[config.mk]
export PLATFORM = sky130hd
export DESIGN_NAME = fetch_pc_ctrl
export DESIGN_NICKNAME = d
export VERILOG_FILES = /design/src/rtl/fetch_pc_ctrl.sv
export SDC_FILE = /design/constraint.sdc
export NUM_CORES = 1
export LEC_CHECK = 0
export ABC_AREA = 1
export CAP_MARGIN = 30
export CORE_MARGIN = 2
export CORE_UTILIZATION = 42
export DETAILED_ROUTE_END_ITERATION = 7
export PLACE_DENSITY_LB_ADDON = 0.3
export SYNTH_ARGS = -nofsm -noshare
export SYNTH_HDL_FRONTEND = slang
export SYNTH_SLANG_ARGS = --single-unit
[constraint.sdc]
create_clock -name clk -period 1.8 [get_ports clk]
set_input_delay 0.36 -clock clk [delete_from_list [all_inputs] [get_ports clk]]
set_output_delay 0.36 -clock clk [all_outputs]
set_load 0.1 [all_outputs]
[src/rtl/fetch_pc_ctrl.sv]
// fetch_pc_ctrl: fetch-group PC generator with branch/exception redirect.
// Keeps a registered base PC, presents ISSUE_W consecutive slot PCs, and
// issues a one-cycle decode flush mask on partial issue or redirect.
// Optional feature macro: FETCH_PC_EXC_EN adds the exc_req port, which
// redirects to EXC_VECTOR and overrides a simultaneous branch_taken.
module fetch_pc_ctrl #(
   parameter int                 WIDTH    = 32,
   parameter int                 ISSUE_W  = 2,
   parameter logic [WIDTH-1:0]   RESET_PC = 32'h0000_0000
`ifdef FETCH_PC_EXC_EN
  ,parameter logic [WIDTH-1:0]   EXC_VECTOR = 32'h0000_0380
`endif
) (
   input  logic                       clk,
   input  logic                       rst,
   input  logic                       en,
   input  logic [$clog2(ISSUE_W+1)-1:0] issue_cnt,
   input  logic                       branch_taken,
   input  logic [WIDTH-1:0]           branch_address,
`ifdef FETCH_PC_EXC_EN
   input  logic                       exc_req,
`endif
   output logic [ISSUE_W*WIDTH-1:0]   pc_group,
   output logic [ISSUE_W-1:0]         flush_mask,
   output logic                       redirect,
   output logic                       addr_err
);

   localparam int CNT_W = $clog2(ISSUE_W+1);

   typedef enum logic {RUN = 1'b0, REDIRECT = 1'b1} state_t;

   // Clamp an out-of-range issue count to a full group.
   function automatic logic [CNT_W-1:0] sat_issue(input logic [CNT_W-1:0] cnt);
      if (cnt > CNT_W'(ISSUE_W)) return CNT_W'(ISSUE_W);
      return cnt;
   endfunction

   // Flush every slot at or beyond the first unissued one; nothing on 0 or full issue.
   function automatic logic [ISSUE_W-1:0] tail_mask(input logic [CNT_W-1:0] k);
      logic [ISSUE_W-1:0] m;
      m = '0;
      for (int i = 0; i < ISSUE_W; i++) begin
         m[i] = (k != '0) && (CNT_W'(i) >= k);
      end
      return m;
   endfunction

   logic [WIDTH-1:0]   pc_base_p0, pc_base_p1;
   logic [ISSUE_W-1:0] flush_p0, flush_p1;
   logic               err_p0, err_p1;
   state_t             state_p0, state_p1;
   logic [CNT_W-1:0]   k_p0;

   // Next-state, next-PC and pulse outputs; priority exc_req > branch_taken > en.
   always_comb begin
      k_p0       = sat_issue(issue_cnt);
      pc_base_p0 = pc_base_p1;
      flush_p0   = '0;
      err_p0     = 1'b0;
      state_p0   = state_p1;
`ifdef FETCH_PC_EXC_EN
      if (exc_req) begin
         pc_base_p0 = EXC_VECTOR;
         flush_p0   = '1;
         state_p0   = REDIRECT;
      end else
`endif
      if (branch_taken) begin
         pc_base_p0 = {branch_address[WIDTH-1:2], 2'b00};
         flush_p0   = '1;
         err_p0     = |branch_address[1:0];
         state_p0   = REDIRECT;
      end else if (en) begin
         if (state_p1 == REDIRECT) begin
            // The first enabled cycle after a redirect only drains the bubble.
            state_p0 = RUN;
         end else begin
            pc_base_p0 = pc_base_p1 + (WIDTH'(k_p0) << 2);
            flush_p0   = tail_mask(k_p0);
         end
      end
   end

   // Registered PC, flush pulse, error pulse and controller state.
   always_ff @(posedge clk or posedge rst) begin
      if (rst) begin
         pc_base_p1 <= RESET_PC;
         flush_p1   <= '0;
         err_p1     <= 1'b0;
         state_p1   <= RUN;
      end else begin
         pc_base_p1 <= pc_base_p0;
         flush_p1   <= flush_p0;
         err_p1     <= err_p0;
         state_p1   <= state_p0;
      end
   end

   for (genvar g = 0; g < ISSUE_W; g++) begin : g_slot
      assign pc_group[g*WIDTH +: WIDTH] = pc_base_p1 + WIDTH'(4*g);
   end

   assign flush_mask = flush_p1;
   assign redirect   = (state_p1 == REDIRECT);
   assign addr_err   = err_p1;

endmodule

==> results of run 1 <==
==> Yosys cell counts (all sizes together) <==
master | instances | area share [%]
inv | 61 | 7.6
clkbuf | 10 | 1.9
xnor2 | 2 | 0.58
o21ai | 24 | 4.0
a21oi | 19 | 3.3
nand3 | 33 | 5.8
xor2 | 28 | 8.2
buf | 7 | 1.6
fa | 1 | 0.67
ha | 3 | 1.3
nor3 | 1 | 0.33
nand2 | 163 | 21
a22oi | 2 | 0.50
conb | 1 | 0.13
nand4 | 1 | 0.21
a31oi | 1 | 0.21
o211ai | 7 | 1.8
dfrtp | 34 | 28
nor2 | 87 | 12
clkinv | 1 | 0.13
nand3b | 2 | 0.50
==> cells by family after synthesis <==
kind of cell               after synthesis
DFF                                     34
other                                    1
AOI/OAI and AO/OA                       53
adders and majority gates                4
and+or+nand+nor                        287
buffers and inverters                   79
xor gates and xnor gates                30
==> stage by stage <==
stage / instance area (sq um) / setup WS, ns
3_5_place_dp: 6175 / -0.7819
2_1_floorplan: 3755 / -0.7607
3_3_place_gp: 6175 / -0.5416
==> summary.txt, run 1 <==
Run status
  • Status: did not finish
  • Fail Step: clock tree synthesis (4_1_cts)
  • Tool error: [ERROR DPL-0038] Utilization greater than 100%, impossible to legalize

Clock tree
  • Htree depth: 2
  • Setup bufs post-CTS: 35
  • Hold-fix buffers, CTS: 0
  • CTS Sinks: 34
  • Clock buffer depth: 2
  • Post-cts resize count: 146
  • Num CTS Buffers: 5
  • Root Driver: clkbuf_8

Yosys
  • Synth Register Bits: 34
  • Mux cell area share after synthesis: 0%
  • Yosys synthesis warning count: 0
  • XOR/XNOR Fraction of Synth Area: 8.772%
  • Post-synthesis cell count: 488
  • Avg Cell Area, Syn: 6.138 sq um
  • Mapped cell area: 2995 sq um
  • Post-Synth Simple-Gate Area: 39.72%
  • Netlist cell types: 29
  • Largest family of logic cells by synthesized area: simple AND/OR/NAND/NOR gates
  • Adder-Cell Fraction of Synth Area: 1.921%
  • Sequential area share after synthesis: 28.40%
  • Synth Area in Compound Gates: 9.774%

Placed design
  • Post-placement cell count: 769
  • Post-DP HPWL: 11840 microns
  • Port buffer count: 101
  • Routability cong.: 0.9512

Floorplan
  • Ports: 106
  • Die width: 88.45 microns
  • Placement Rows: 30
  • Die Y: 88.45 microns
  • Initial Utilization: 43.85%
==> run 2: changes to the inputs <==
CORE_UTILIZATION = 35   (was 42)
PLACE_DENSITY_LB_ADDON = 0.15   (was 0.3)
clock period = 2.34 ns   (was 1.8 ns; I/O delays follow)
==> run 2 against run 1 <==
  * The flow now finishes, with violations (setup timing)
  * Synthesized area is the same
  * Synthesized cell count stayed put
==> summary.txt, run 2 <==
Run status
  • Status: finished, violations left
  • Failing checks: setup timing

GRT
  • Total gr overflow: 0
  • Vias in the first global route: 3628
  • Antenna violations before repair: 0
  • GRT met3 Usage: 3.413%
  • First-pass GRT wire length: 17720 microns
  • Gr busiest metal: met2
  • Grt met1 use: 32.84%
  • Met2 GRT Util: 41.09%
  • Pin count of the biggest net entering global routing: 52
  • GRT Total Usage: 24.92%

Layout
  • Fillers: 632
  • Reg with most FFs: pc_base_p1
  • Core Util, Final: 70.62%
  • Post-Layout Cell Count: 748
  • Area growth syn-to-layout: 94.69%
  • Most frequent cells in the layout: 128 x nand2_1, 86 x buf_4, 57 x inv_1, 54 x nor2_1, 35 x clkdlybuf4s50_1
  • Diodes inserted: 0
  • Register area: 950.9 sq um
  • Most common cell after layout, fill and taps aside: nand2_1
  • Area of the multi-input gates: 2693 sq um
  • Max FFs per register: 30
  • Layout net count: 684
  • Share of cells above drive strength 1: 41.99%

Route
  • Detail Route Antenna Nets: 0
  • Detailed Route Iter0 Violations: 186
  • DRT Pass-1 Iters: 4
  • Drc violations: 0
  • Avg WL per Cell: 15.26 microns
  • Vias post-DR: 3724
  • Vias per std cell: 4.979
  • Final wirelength: 11410 microns

STA
  • Post-layout worst setup margin: -0.03893 ns
  • Fin Setup TNS: -0.1643 ns
  • Max-slew violations: 0
  • Fmax: 420.4 MHz
  • RSZ-0062 raised after global routing: true
  • Final hold vios: 0
  • Final setup fails: 9
  • Period minus WS final: 2.379 ns
  • Clock Skew: 0.01013 ns
  • Final period util: 101.7%

Worst hold path
  • Hold path start: pc_base_p1[31]
  • Min-Delay Path Class: flip-flop to flip-flop
  • Hold depth: 2
  • Hold Path Sink: pc_base_p1[31]

Placed design
  • Routability cong.: 0.8925
  • Port buffer count: 101
  • Place WS: -0.3729 ns
  • Post-placement cell count: 695
  • Post-DP HPWL: 8177 microns

Floorplan
  • Die width: 96.51 microns
  • DIE AREA: 9314 sq um
  • Initial Utilization: 36.27%
  • Core ar.: 8258 sq um
  • Ports: 106
  • Placement Rows: 33
  • Die Y: 96.51 microns

Clock tree
  • Num CTS Buffers: 5
  • Htree depth: 2
  • CTS tree: done
  • Clock buffer depth: 2
  • CTS Sinks: 34
  • Clk_lat worst skew: 0.30 ns
  • Root Driver: clkbuf_8
  • Clock-pin slew on the worst setup and hold paths: 0.08 ns

Yosys
  • Post-synth EDFFs: 0
  • Synth top area share: 28.40%
  • Post-synthesis cell count: 488
  • Mapped cell area: 2995 sq um
  • Avg Cell Area, Syn: 6.138 sq um
  • Area contributors post-synth: dfrtp_1 28%, nand2_1 20%, nor2_1 9.6%
  • Most frequent cell after synthesis: nand2_1
  • Async set or reset register ratio after synthesis: 100.0%
  • Primary FF master, synth: dfrtp_1
  • Yosys synthesis warning count: 0
  • Netlist cell types: 29
  • Commonest cells in the netlist: 161 x nand2_1, 77 x nor2_1, 61 x inv_1
  • Sequential area share after synthesis: 28.40%
  • Synth Register Bits: 34
  • Yosys top cell by area: dfrtp_1

Setup path
  • R2R depth: 11
  • Startpoint Class: flip-flop
  • Crit path kind: flip-flop to output port
  • Worst setup EP type: output port
  • Worst EP required: 1.87 ns
  • CP Max Fanout: 5
  • R2R setup slack: 0.11 ns
  • Reg2reg start: pc_base_p1[2]
  • Reg2reg end: pc_base_p1[6]
  • CP arrival: 1.91 ns

Pwr
  • Pleak: 2.640 nW
  • Maximum VDD drop: 0.4268 mV
  • Pwr Density: 720.0 nW/um^2

Flow run
  • Max Cap Viol: 0
## run 2: cell counts after synthesis
No cell type changed its count.
## run 2: worst max-delay path by stage
| stage | slack, ns | startpoint | cells after the start | to |
|---|---|---|---|---|
| after floorplan | -0.42 | pc_base_p1[3] | 2 | pc_group[36] |
| after global placement | -0.26 | issue_cnt[1] | 15 | pc_base_p1[14] |
| after detailed placement | -0.37 | issue_cnt[1] | 15 | pc_base_p1[14] |
| after CTS | -0.04 | pc_base_p1[3] | 7 | pc_group[52] |
| after global routing | -0.08 | pc_base_p1[4] | 7 | pc_group[59] |
| final | -0.04 | pc_base_p1[2] | 7 | pc_group[40] |
## run 2: metal layers
layer	vias to the layer above	wire length (microns)
li1	1789	-
met1	1792	4839
met2	120	5716
met3	23	526
met4	0	331
met5	-	0
## run 2: what timing repair did
item                                    4_1_cts  5_1_grt
gates resized for setup                      18       26
pin swaps                                    21       34
endpoints found under the setup margin       30       30
buffers inserted                             26       20
hold buffers                                  0        0
## run 2: critical path: stages, from the launching register on
cell and delay [ns]:
dfrtp_4 0.46, ha_4 0.17, nand3_4 0.08, nor2_4 0.27
buf_4 0.18, buf_6 0.10, xor2_4 0.17, buf_12 0.19
## run 2: cell type report
cell class	instances	area share [%]
Clock buffer	6	1.416
Clock inverter	2	0.2145
Inverter	62	3.991
Multi-Input combinational cell	378	46.17
Sequential cell	34	16.31
Tap cell	105	2.253
Timing Repair Buffer	161	29.65
## run 2: kinds of logic after synthesis
family	synth area share [%]
simple gates	39.72
other cells	0.1252
fa+ha+maj	1.922
flops	28.40
xor+xnor	8.772
compound gates	9.775
buf+inv	11.28
## run 2: power by group
group	switching, mW	internal (mW)	total [mW]
Sequential	0.146	0.711	0.857
Combinational	1.96	0.894	2.85
Clock	0.255	0.237	0.492
Total	2.36	1.84	4.20
## run 2: metrics by stage
| stage | hold WS (ns) | power (mW) | instance area [sq um] |
|---|---|---|---|
| final | 0.5582 | 4.199 | 5832 |
| after global routing | 0.5801 | 4.355 | 5832 |
| after CTS | 0.5494 | 4.123 | 5622 |
| after detailed placement | 0.5323 | 3.520 | 5256 |
| after global placement | 0.5238 | 3.490 | 5256 |
| after floorplan | 0.4994 | 2.765 | 3886 |
(Power assumes the default switching activity.)
==> run 3: changes to the inputs <==
GPL_ROUTABILITY_DRIVEN = 1   (was default)
==> results of run 3 <==
The final DEF is identical to that of run 2; final timing and power are the same.
==> run 4: changes to the inputs <==
RECOVER_POWER = 100   (was default)
SLEW_MARGIN = 20   (was default)
==> run 4 against run 3 <==
  * Register-to-register slack is essentially flat
  * Critical path depth is the same
  * Clock skew is essentially flat
  * Via count is essentially flat
  * The run still ends with setup timing left
  * Flip-flop and latch count is the same
  * Power shrank 1.0%
  * Worst setup slack lost 0.0041 ns
  * Largest power group unchanged
  * Core utilization shrank 0.92 points
  * Largest cell class unchanged
  * Final cell count is the same
  * Hold slack lost 0.0028 ns
  * Clock power is essentially flat
==> summary.txt, run 4 (synthesized netlist as in run 2, its figures left out) <==
Run status
  • Status: finished, violations left
  • Failing checks: setup timing

Route
  • Detailed Route Iter0 Violations: 163
  • DRT Pass-1 Iters: 4
  • Vias per std cell: 4.981
  • Avg WL per Cell: 15.23 microns
  • Final wirelength: 11390 microns
  • Detail Route Antenna Nets: 0
  • Drc violations: 0
  • Vias post-DR: 3726

Layout
  • Fillers: 653
  • Core Util, Final: 69.70%
  • Layout net count: 684
  • Register area: 950.9 sq um
  • Area growth syn-to-layout: 92.15%
  • Diodes inserted: 0
  • Design area: 5756 sq um
  • Area of the multi-input gates: 2693 sq um
  • Max FFs per register: 30
  • Reg with most FFs: pc_base_p1
  • Most frequent cells in the layout: 128 x nand2_1, 58 x buf_4, 57 x inv_1, 54 x nor2_1, 33 x clkdlybuf4s50_1
  • Share of cells above drive strength 1: 41.21%
  • Most common cell after layout, fill and taps aside: nand2_1

GRT
  • Total gr overflow: 0
  • Antenna violations before repair: 0
  • Pin count of the biggest net entering global routing: 52
  • First-pass GRT wire length: 17720 microns
  • GRT Total Usage: 24.92%
  • Vias in the first global route: 3628

Floorplan
  • DIE AREA: 9314 sq um
  • Ports: 106
  • Placement Rows: 33
  • Die Y: 96.51 microns
  • Die width: 96.51 microns
  • Initial Utilization: 36.27%
  • Core ar.: 8258 sq um

Clock tree
  • CTS tree: done
  • Clock buffer depth: 2
  • Hold-fix buffers, CTS: 0
  • CTS Sinks: 34
  • Root Driver: clkbuf_8
  • Num CTS Buffers: 5
  • Clk_lat worst skew: 0.30 ns
  • Clock-pin slew on the worst setup and hold paths: 0.08 ns
  • Htree depth: 2

Setup path
  • CP arrival: 1.92 ns
  • Crit path kind: flip-flop to output port
  • Worst EP required: 1.87 ns
  • Startpoint Class: flip-flop
  • R2R depth: 11
  • Worst setup EP type: output port
  • CP Max Fanout: 5

Pwr
  • Maximum VDD drop: 0.4166 mV
  • NetSw: 2.356 mW
  • Pwr Density: 722.2 nW/um^2
  • Pint: 1.801 mW
  • Power share of the clock group: 11.8%
  • Pleak: 2.607 nW
  • Reg power frac: 20.6%
  • Comb pwr share: 67.6%
  • Net Sw Frac: 56.68%
  • Power Total: 4.157 mW

STA
  • Post-layout worst setup margin: -0.04307 ns
  • Final period util: 101.8%
  • RSZ-0062 raised after global routing: true
  • Slew headroom: 22.39%
  • Clock Skew: 0.01029 ns
  • Period minus WS final: 2.383 ns
  • WHS: 0.5554 ns
  • Max-slew violations: 0
  • Final hold vios: 0
  • Final setup fails: 9
  • Fmax: 419.6 MHz
  • Worst-margin pin slew: 1.169 ns

Placed design
  • Routability cong.: 0.8925
  • Port buffer count: 101
  • Post-DP HPWL: 8177 microns
  • Placed Area: 5256 sq um

Worst hold path
  • Min-Delay Path Class: flip-flop to flip-flop
  • Hold depth: 2

Flow run
  • Max Cap Viol: 0
run 4: cell count changes in the layout (fill, tap and decap cells not counted), sizes merged:
| cell | previous run | this run |
|---|---|---|
| buf | 124 | 96 |
| clkbuf | 6 | 34 |
| clkdlybuf4s50 | 35 | 33 |
| dlygate4sd3 | 0 | 2 |
run 4: worst paths after layout:
kind / start / endpoint / slack, ns
max: pc_base_p1[2] / pc_group[40] / -0.04
min: pc_base_p1[31] / pc_base_p1[31] / 0.56
max reg2reg: pc_base_p1[2] / pc_base_p1[6] / 0.11
min reg2reg: pc_base_p1[31] / pc_base_p1[31] / 0.56
max in group asynchronous: rst / pc_base_p1[10] / 0.71
min in group asynchronous: rst / pc_base_p1[3] / 0.91
run 4: power by group through the flow:
stage / Sequential [mW] / Clock [mW] / Combinational (mW)
after detailed placement: 0.925 / 0 / 2.59
after global routing: 0.866 / 0.523 / 2.92
after global placement: 0.920 / 0 / 2.57
after floorplan: 1.45 / 0 / 1.31
after CTS: 0.870 / 0.496 / 2.76
final: 0.857 / 0.492 / 2.81
run 4: what timing repair did:
action | CTS | global route
hold endpoints to repair | 0 | 0
cloned | 0 | 0
pin swaps | 21 | 34
setup endpoints to repair | 30 | 30
resized for setup | 18 | 26
setup buffers | 26 | 20
run 4: per-layer routing:
layer  up-vias  track usage, %  part of all wire [%]
met5         -               0                     0
met4         0           10.56                   3.1
met3        25           3.413                   4.5
met2       118           41.09                    50
met1      1791           32.84                    42
li1       1792               -                     -
run 4: layout make-up:
type / instances / area share (%)
clock inverters: 2 / 0.2174
flip-flops and latches: 34 / 16.52
multi-input cells: 378 / 46.78
inverters: 62 / 4.043
well taps: 105 / 2.283
clock buffers: 6 / 1.435
repair buffers: 161 / 28.72
run 4: critical path, stage by stage (launching register included):
cell	delay (ns)
dfrtp_4	0.47
ha_4	0.17
nand3_4	0.08
nor2_4	0.27
buf_4	0.17
buf_6	0.10
xor2_4	0.17
buf_12	0.19
run 4: metrics by stage:
stage	TNS [ns]	std cells	setup slack, ns
2_1_floorplan	-4.814	491	-0.4181
6_report	-0.1993	748	-0.04307
4_1_cts	-0.05898	728	-0.03597
3_5_place_dp	-4.008	695	-0.3729
3_3_place_gp	-2.513	695	-0.2552
5_1_grt	-0.7660	748	-0.07536
